===== src/rtl/uart_cmd_parser.sv =====
// uart_cmd_parser: frames UART receiver byte strobes into host command packets
// (SYNC, OPCODE, LEN, payload, XOR checksum). It emits a command header pulse,
// a little-endian 32-bit payload word stream with valid/ready handshake, and
// reports packet completion or abort with an error code.
module uart_cmd_parser #(
   parameter logic [7:0]  SYNC_BYTE    = 8'hA5,
   parameter int unsigned TIMEOUT_CLKS = 100_000
) (
   input  logic        clk,
   input  logic        rst_n,
   input  logic [7:0]  rx_data,
   input  logic        rx_valid,
   output logic        cmd_start,
   output logic [7:0]  cmd_opcode,
   output logic [7:0]  cmd_len,
   output logic [31:0] word_data,
   output logic        word_valid,
   input  logic        word_ready,
   output logic        word_last,
   output logic        pkt_done,
   output logic        pkt_err,
   output logic [1:0]  err_code,
   output logic        busy
);

   localparam int unsigned TMO_W = (TIMEOUT_CLKS > 2) ? $clog2(TIMEOUT_CLKS) : 1;
   localparam logic [TMO_W-1:0] TMO_LAST = TMO_W'(TIMEOUT_CLKS - 1);

   localparam logic [1:0] ERR_CSUM = 2'd1;
   localparam logic [1:0] ERR_TMO  = 2'd2;
   localparam logic [1:0] ERR_OVR  = 2'd3;

   typedef enum logic [2:0] {
      S_IDLE,
      S_OPCODE,
      S_LEN,
      S_PAYLOAD,
      S_CHECK
   } state_e;

   state_e            state_q;
   logic [7:0]        opcode_q;
   logic [7:0]        csum_q;
   logic [7:0]        pay_cnt_q;
   logic [31:0]       acc_q;
   logic [TMO_W-1:0]  tmo_q;

   logic              cmd_start_q;
   logic [7:0]        cmd_opcode_q;
   logic [7:0]        cmd_len_q;
   logic [31:0]       word_data_q;
   logic              word_valid_q;
   logic              word_last_q;
   logic              pkt_done_q;
   logic              pkt_err_q;
   logic [1:0]        err_code_q;
   logic              busy_q;

   logic [31:0]       acc_d;
   logic              last_byte;
   logic              load;
   logic              overrun;
   logic              csum_bad;
   logic              tmo_hit;
   logic              err_hit;
   logic [1:0]        err_sel;

   // Lane merge of the incoming payload byte, word-load and abort conditions
   always_comb begin
      acc_d = acc_q;
      case (pay_cnt_q[1:0])
         2'd0:    acc_d[7:0]   = rx_data;
         2'd1:    acc_d[15:8]  = rx_data;
         2'd2:    acc_d[23:16] = rx_data;
         default: acc_d[31:24] = rx_data;
      endcase
      last_byte = (8'(pay_cnt_q + 8'd1) == cmd_len_q);
      load      = rx_valid && (state_q == S_PAYLOAD) &&
                  ((pay_cnt_q[1:0] == 2'd3) || last_byte);
      overrun   = load && word_valid_q && !word_ready;
      csum_bad  = rx_valid && (state_q == S_CHECK) && (rx_data != csum_q);
      tmo_hit   = (state_q != S_IDLE) && !rx_valid && (tmo_q == TMO_LAST);
      err_hit   = overrun || csum_bad || tmo_hit;
      if (csum_bad) begin
         err_sel = ERR_CSUM;
      end else if (tmo_hit) begin
         err_sel = ERR_TMO;
      end else begin
         err_sel = ERR_OVR;
      end
   end

   // Packet FSM with registered pulses, word stream and error reporting
   always_ff @(posedge clk or negedge rst_n) begin
      if (!rst_n) begin
         state_q      <= S_IDLE;
         opcode_q     <= '0;
         csum_q       <= '0;
         pay_cnt_q    <= '0;
         acc_q        <= '0;
         tmo_q        <= '0;
         cmd_start_q  <= 1'b0;
         cmd_opcode_q <= '0;
         cmd_len_q    <= '0;
         word_data_q  <= '0;
         word_valid_q <= 1'b0;
         word_last_q  <= 1'b0;
         pkt_done_q   <= 1'b0;
         pkt_err_q    <= 1'b0;
         err_code_q   <= '0;
         busy_q       <= 1'b0;
      end else begin
         cmd_start_q <= 1'b0;
         pkt_done_q  <= 1'b0;
         pkt_err_q   <= 1'b0;

         if (word_valid_q && word_ready) begin
            word_valid_q <= 1'b0;
            word_last_q  <= 1'b0;
         end

         if ((state_q == S_IDLE) || rx_valid) begin
            tmo_q <= '0;
         end else begin
            tmo_q <= tmo_q + TMO_W'(1);
         end

         if (rx_valid) begin
            case (state_q)
               S_IDLE: begin
                  if (rx_data == SYNC_BYTE) begin
                     state_q <= S_OPCODE;
                     busy_q  <= 1'b1;
                  end
               end
               S_OPCODE: begin
                  opcode_q <= rx_data;
                  csum_q   <= rx_data;
                  state_q  <= S_LEN;
               end
               S_LEN: begin
                  cmd_opcode_q <= opcode_q;
                  cmd_len_q    <= rx_data;
                  cmd_start_q  <= 1'b1;
                  csum_q       <= csum_q ^ rx_data;
                  pay_cnt_q    <= '0;
                  acc_q        <= '0;
                  state_q      <= (rx_data == 8'd0) ? S_CHECK : S_PAYLOAD;
               end
               S_PAYLOAD: begin
                  csum_q    <= csum_q ^ rx_data;
                  pay_cnt_q <= pay_cnt_q + 8'd1;
                  if (load) begin
                     word_data_q  <= acc_d;
                     word_valid_q <= 1'b1;
                     word_last_q  <= last_byte;
                     acc_q        <= '0;
                  end else begin
                     acc_q <= acc_d;
                  end
                  if (last_byte) begin
                     state_q <= S_CHECK;
                  end
               end
               S_CHECK: begin
                  if (!csum_bad) begin
                     pkt_done_q <= 1'b1;
                  end
                  csum_q  <= '0;
                  acc_q   <= '0;
                  state_q <= S_IDLE;
                  busy_q  <= 1'b0;
               end
               default: begin
                  state_q <= S_IDLE;
                  busy_q  <= 1'b0;
               end
            endcase
         end

         // Abort overrides whatever the byte handling above scheduled
         if (err_hit) begin
            state_q      <= S_IDLE;
            busy_q       <= 1'b0;
            pkt_err_q    <= 1'b1;
            err_code_q   <= err_sel;
            word_valid_q <= 1'b0;
            word_last_q  <= 1'b0;
            acc_q        <= '0;
            csum_q       <= '0;
            pay_cnt_q    <= '0;
         end
      end
   end

   assign cmd_start  = cmd_start_q;
   assign cmd_opcode = cmd_opcode_q;
   assign cmd_len    = cmd_len_q;
   assign word_data  = word_data_q;
   assign word_valid = word_valid_q;
   assign word_last  = word_last_q;
   assign pkt_done   = pkt_done_q;
   assign pkt_err    = pkt_err_q;
   assign err_code   = err_code_q;
   assign busy       = busy_q;

endmodule


===== config.mk =====
export PLATFORM = sky130hd
export DESIGN_NAME = uart_cmd_parser
export DESIGN_NICKNAME = d
export VERILOG_FILES = /design/src/rtl/uart_cmd_parser.sv
export SDC_FILE = /design/constraint.sdc
export NUM_CORES = 1
export LEC_CHECK = 0
export BUFFER_PORTS_ARGS = -buffer_cell sky130_fd_sc_hd__buf_2
export CORE_UTILIZATION = 60
export DETAILED_ROUTE_END_ITERATION = 16
export GPL_TIMING_DRIVEN = 1
export HOLD_SLACK_MARGIN = 0.03
export PLACE_DENSITY = 0.81
export SKIP_CTS_REPAIR_TIMING = 1
export SLEW_MARGIN = 0
export SYNTH_ARGS = -nofsm -noshare
export SYNTH_HDL_FRONTEND = slang
export SYNTH_SLANG_ARGS = --single-unit

===== constraint.sdc =====
create_clock -name clk -period 6.3 [get_ports clk]
set_input_delay 1.575 -clock clk [delete_from_list [all_inputs] [get_ports clk]]
set_output_delay 1.575 -clock clk [all_outputs]
set_load 0.005 [all_outputs]

==> results of run 1 <==
[cell families (layout without fill, tap and decap cells)]
logic type                 after synthesis  in the layout
muxes                                   59             59
xor gates and xnor gates                30             30
adders and majority gates                5              5
DFF                                    132            132
buffers and inverters                   44            109
and+or+nand+nor                        171            171
AOI/OAI and AO/OA                      131            131
[per-stage QoR]
step	cell area [um^2]	setup slack [ns]	hold slack, ns	power, W
after floorplan	6259	2.949	0.4474	0.002027
after global placement	6644	2.244	0.4585	0.002300
after detailed placement	6644	2.130	0.4647	0.002356
after CTS	7248	2.704	0.4782	0.003382
after global routing	7248	2.428	0.4989	0.003556
final	7248	2.606	0.4737	0.003370
[flip-flops by register name, indices dropped and copies added, names as in the netlist, 2 cells and up]
| register | flops |
|---|---|
| word_data | 32 |
| err_code | 2 |
| tmo_q | 17 |
| pay_cnt_q | 8 |
| acc_q | 32 |
| csum_q | 8 |
| cmd_len | 8 |
| opcode_q | 8 |
| state_q | 3 |
| cmd_opcode | 8 |
[Yosys cell counts (4+ instances only)]
cell,count,area (um^2)
clkbuf_1,24,90.09
dfrtp_1,132,3303
a22o_1,24,210.2
a31oi_1,11,68.82
o21a_1,4,30.03
mux2_2,25,281.5
nand2_1,52,195.2
xnor2_1,10,87.58
nor2_1,37,138.9
o22ai_1,7,43.79
nor4_1,4,25.02
nor2b_1,11,68.82
mux2i_1,32,320.3
nand4_1,5,31.28
o21ai_1,4,20.02
nor3_1,15,75.07
a21oi_1,15,75.07
nand3_1,13,65.06
buf_2,11,55.05
xor2_1,20,175.2
o21ai_0,46,230.2
and2_1,5,31.28
a22oi_1,5,37.54
inv_1,4,15.01
ha_1,5,62.56
[final cells by class]
| class | count | area share |
|---|---|---|
| inverter | 5 | 0.002589 |
| clock inverter | 13 | 0.02382 |
| multi-input combinational | 396 | 0.3836 |
| timing repair buffer | 72 | 0.05179 |
| sequential | 132 | 0.4557 |
| clock buffer | 19 | 0.05955 |
| tap | 133 | 0.02296 |
[worst max-delay path, cell delays in order]
cell      delay (ns)
buf_2           0.26
and2_1          0.34
nand2_4         0.19
a31oi_1         0.38
o21ai_4         0.08
buf_4           0.30
o21ai_1         0.53
buf_4           0.30
a211oi_1        0.08
[power groups by stage]
stage / Sequential, W / Combinational (W) / Clock (W)
2_1_floorplan: 0.00128 / 0.000750 / 0
3_3_place_gp: 0.00131 / 0.000991 / 0
3_5_place_dp: 0.00133 / 0.00103 / 0
4_1_cts: 0.00132 / 0.00105 / 0.00101
5_1_grt: 0.00136 / 0.00115 / 0.00105
6_report: 0.00132 / 0.00104 / 0.00100
[worst paths after layout]
kind                                 endpoint  slack [ns]  cells after the start
worst max register to register   pay_cnt_q[0]        2.62                      9
worst min-delay path            word_data[12]        0.47                      2
max in group asynchronous            tmo_q[2]        3.80                      2
worst min register to register  word_data[12]        0.47                      2
worst max-delay path             pay_cnt_q[0]        2.61                      9
min in group asynchronous        word_data[4]        1.10                      1
[per-layer routing]
metal  part of all wire  routed length [um]  track usage
met2               0.48                7000       0.4481
met3              0.053                 766      0.05952
met5                  0                   0            0
met1               0.44                6377       0.3877
met4              0.023                 330       0.1122
==> metrics.cfg, run 1 <==
[outcome]
status=completed

[global_route]
grt_max_degree=77
antenna_found_initial=0
grt_pass1_vias=4681
grt_usage=0.2844
overflow=0
grt_pass1_wl_um=24030

[die]
die_y_um=104.1
die_w_um=104.1
die_area_um2=10840
rows=36
io_pins=68
start_util=0.6287
core_area_um2=9955

[place]
place.gp.congestion=0.8483
hpwl_um=8971
io_buffers=67
placedCellCount=738

[power_and_ir_drop]
pwr-share-seq=0.392
vdd_drop_max_uv=272.8
power_frac_comb=0.310
intPower_w=0.002220
pwr-share-clk=0.298
p_leak_nw=3.311
switching_share=0.3412
p_switching_w=0.001150
powerDensity_nw_per_um2=464.9

[synth]
synth_seq_cells=132
synthXorXnorAreaFrac=0.04198
syn_inst=572
synth_fa_ha_area_frac=0.009996
syn-cell-area_um2=6259
synth-async-reset-ratio=1.000
synth_top_family_by_area=simple AND/OR/NAND/NOR gates
synth_compound_area_frac=0.1439
synth_ff_type=dfrtp_1
synth.area.mux_share=0.09976
synth_edf_count=0
ys_warn_count=0
synth_cell_types=56
ys_seq_area_frac=0.5278
syn_avg_cell_area_um2=10.94
synthSimpleGateAreaFrac=0.1467
synth_fp_nets=589

[clocking]
clkTransAtPathRegs_ns=0.06
cts_sinks=132
htree_levels=4
cts_buffer_depth=2
insertion_delay_ns=0.53
numCtsBuffers=17
cts_tree=built
clockRootBuffer=clkbuf_8

[cells_and_area]
layoutNonFillerInstCount=770
area_growth_syn_to_layout_pct=15.81
postLayoutCoreUtil=0.7281
fill_cells=712
drive_above_1_share=0.2214
final_common_cell=dfrtp_1
multi_input_area_um2=2780
seqCellArea_um2=3303
diodes=0
nets=641
final_cell_mix=dfrtp_1 (132), buf_2 (66), nand2_1 (52)

[route]
wirelength_um=14470
num_vias=4737
postRouteAntennaNets=0
drc_errors=0
drtIter0Drc=388
via_per_inst=6.152
drt_pass1_iterations=5
wl_per_cell_um=18.80

[sta]
rsz0062_at_grt=no
timing.setup.tns_ns=0
slew_violations=0
slew_headroom=0.2053
min_period_ns=3.694
tightest_slew_ns=1.183
finalClockSkew_ns=0.008850
clock.fmax_mhz=270.7
finalCritPeriodShare=0.5864
setup_viol=0
final_hold_viol_count=0

[min_path]
hold_start=word_data[12]
hold_class=register to register

[worst_setup_path]
end_kind=register
cp_max_fo=68
cp-start-kind=input pin
crit_type=input pin to register
cp.arrival_ns=4.08
reg2reg_from=state_q[1]
required_ns=6.69
cp-startpoint=rx_valid

[run]
cap_violations=0

No activity file was read; power rests on OpenSTA's default activity.
==> inputs of run 2 (changes only) <==
CORE_UTILIZATION = 53   (was 60)
PLACE_DENSITY = 0.76   (was 0.81)
clock period = 3.2 ns   (was 6.3 ns; I/O delays follow)
==> run 2 against run 1 <==
Utilization decreased by 8.3 points. Largest cell class unchanged. Final cell count increased by 2.6%. Clock skew decreased by 0.00070 ns. Critical endpoint is now acc_q[26]. Critical path depth unchanged. Sequential share of layout area decreased by 0.92 points. Sequential power increased by 95%. Non-clock buffer count increased by 10. Flip-flop and latch count unchanged. Count of clock-buffer cells in the layout decreased by 2. Clock power increased by 120%. Highest routed layer unchanged. Largest power group unchanged. Power increased by 100%.
==> metrics.cfg, run 2 (synthesized netlist as in run 1, its figures left out) <==
[die]
die_y_um=110.7  ; +6.3%
start_util=0.5458  ; -0.08294
io_pins=68  ; unchanged
rows=39  ; +8.3%
die_area_um2=12250  ; +13%
core_area_um2=11470  ; +15%
die_w_um=110.7  ; +6.3%

[worst_setup_path]
cp_slowest_cell=dfrtp_1
cp_max_fo=11  ; -84%
crit_family=compound AO/OA/AOI/OAI gates
path_cells=ha_1 > nand3_1 > o21ai_0 > o31ai_1 > nor3_2 > o21a_1 > buf_4 > o31a_1 > nor2b_1
end_kind=register
cp-start-kind=register
crit_path_max_incr_delay_ns=0.51  ; -0.02 ns
cp.arrival_ns=3.00  ; -1.08 ns
required_ns=3.50  ; -3.19 ns
crit_type=register to register
critPathBufInv=1  ; -2

[clocking]
cts_tree=built
clockRootBuffer=clkbuf_16
insertion_delay_ns=0.43  ; -0.10 ns
cts_buffer_depth=2  ; unchanged
cts_sinks=132  ; unchanged
htree_levels=4  ; unchanged
numCtsBuffers=17  ; unchanged
clkTransAtPathRegs_ns=0.06  ; about the same

[route]
drtIter0Drc=355  ; -8.5%
num_vias=4642  ; -2.0%
drc_errors=0  ; unchanged
postRouteAntennaNets=0  ; unchanged
wl_per_cell_um=17.96  ; -4.5%
drt_pass1_iterations=5  ; unchanged
wirelength_um=14190  ; -2.0%
via_per_inst=5.876  ; -4.5%

[power_and_ir_drop]
power_w=0.006799  ; +100%
vdd_drop_max_uv=734.7  ; +170%
p_leak_nw=3.401  ; +2.7%
powerDensity_nw_per_um2=919.2  ; +98%

[sta]
min_period_ns=2.704
clock.fmax_mhz=369.8
setup_viol=0  ; unchanged
finalCritPeriodShare=0.8450
timing.setup.tns_ns=0  ; unchanged
slew_violations=0  ; unchanged
slew_headroom=0.4703  ; +0.2650
final_hold_viol_count=0  ; unchanged
rsz0062_at_grt=no
tightest_slew_ns=0.7885  ; -0.3945 ns
finalClockSkew_ns=0.008151  ; -0.0006996 ns

[cells_and_area]
drive_above_1_share=0.2349  ; +0.01358
diodes=0  ; unchanged
nets=651  ; +1.6%
postLayoutCoreUtil=0.6451  ; -0.08307
area_growth_syn_to_layout_pct=18.19
final_cell_mix=dfrtp_1 (132), buf_2 (66), nand2_1 (52)
final_common_cell=dfrtp_1

[global_route]
overflow=0  ; unchanged
grt_pass1_vias=4422  ; -5.5%
antenna_found_initial=0  ; unchanged
grt_pass1_wl_um=23220  ; -3.4%
grt_usage=0.2454  ; -0.03895
grt_max_degree=65  ; -16%

[place]
place.gp.congestion=0.8549  ; +0.78%
hpwl_um=9149  ; +2.0%
io_buffers=67  ; unchanged

[run]
cap_violations=0  ; unchanged

[min_path]
hold_class=input pin to asynchronous set/reset pin

[outcome]
status=completed

==> run 2: cell types whose count changed in the layout (fill, tap and decap cells not counted), sizes merged <==
| cell | change |
|---|---|
| buf | +10 |
| bufinv | +2 |
| clkbuf | -2 |
| clkinv | +3 |
| clkinvlp | -3 |
==> run 2: through the flow <==
step,hold slack [ns],area (um^2),cells,setup WS [ns]
6_report,0.3899,7397,790,0.4961
3_5_place_dp,0.4658,6744,758,0.3315
4_1_cts,0.4044,7397,790,0.4950
3_3_place_gp,0.4578,6744,758,0.3912
5_1_grt,0.4371,7397,790,0.1962
2_1_floorplan,0.4474,6259,572,0.6239
==> run 2: per-layer routing <==
layer	vias to the layer above	global-route usage	part of all wire
met5	-	0	0
met3	9	0.06342	0.066
met4	0	0.09333	0.012
li1	2170	-	-
met1	2293	0.3332	0.43
met2	170	0.3797	0.50
==> run 2: report_power, final <==
| part | switching, W | leakage, nW | internal (W) |
|---|---|---|---|
| combinational | 0.00108 | 1.37 | 0.000997 |
| sequential | 0.000397 | 1.71 | 0.00217 |
| clock | 0.000766 | 0.320 | 0.00139 |
| total | 0.00224 | 3.40 | 0.00456 |
==> run 2: final timing paths <==
path	slack [ns]	cells past startpoint	end	startpoint
worst max-delay path	0.50	9	acc_q[26]	pay_cnt_q[0]
worst min-delay path	0.39	1	cmd_len[2]	rst_n
max in group asynchronous	1.86	2	word_data[21]	rst_n
min in group clk	0.47	2	word_data[17]	word_data[17]
worst min register to register	0.47	2	word_data[17]	word_data[17]
worst max register to register	0.50	9	acc_q[26]	pay_cnt_q[0]
==> run 2: final cells by class <==
cell class | count | area [um^2]
Tap cell | 143 | 178.9
Sequential cell | 132 | 3303
Clock buffer | 17 | 425.4
Multi-Input combinational cell | 396 | 2780
Timing Repair Buffer | 82 | 462.9
Inverter | 5 | 18.77
Fill cell | 904 | 4070
Clock inverter | 15 | 227.7
==> run 2: worst register-to-register path, stage by stage (launching register included) <==
cell and delay, ns:
dfrtp_1 0.51, ha_1 0.33, nand3_1 0.19, o21ai_0 0.20, o31ai_1 0.11, nor3_2 0.39
o21a_1 0.18, buf_4 0.25, o31a_1 0.33, nor2b_1 0.09
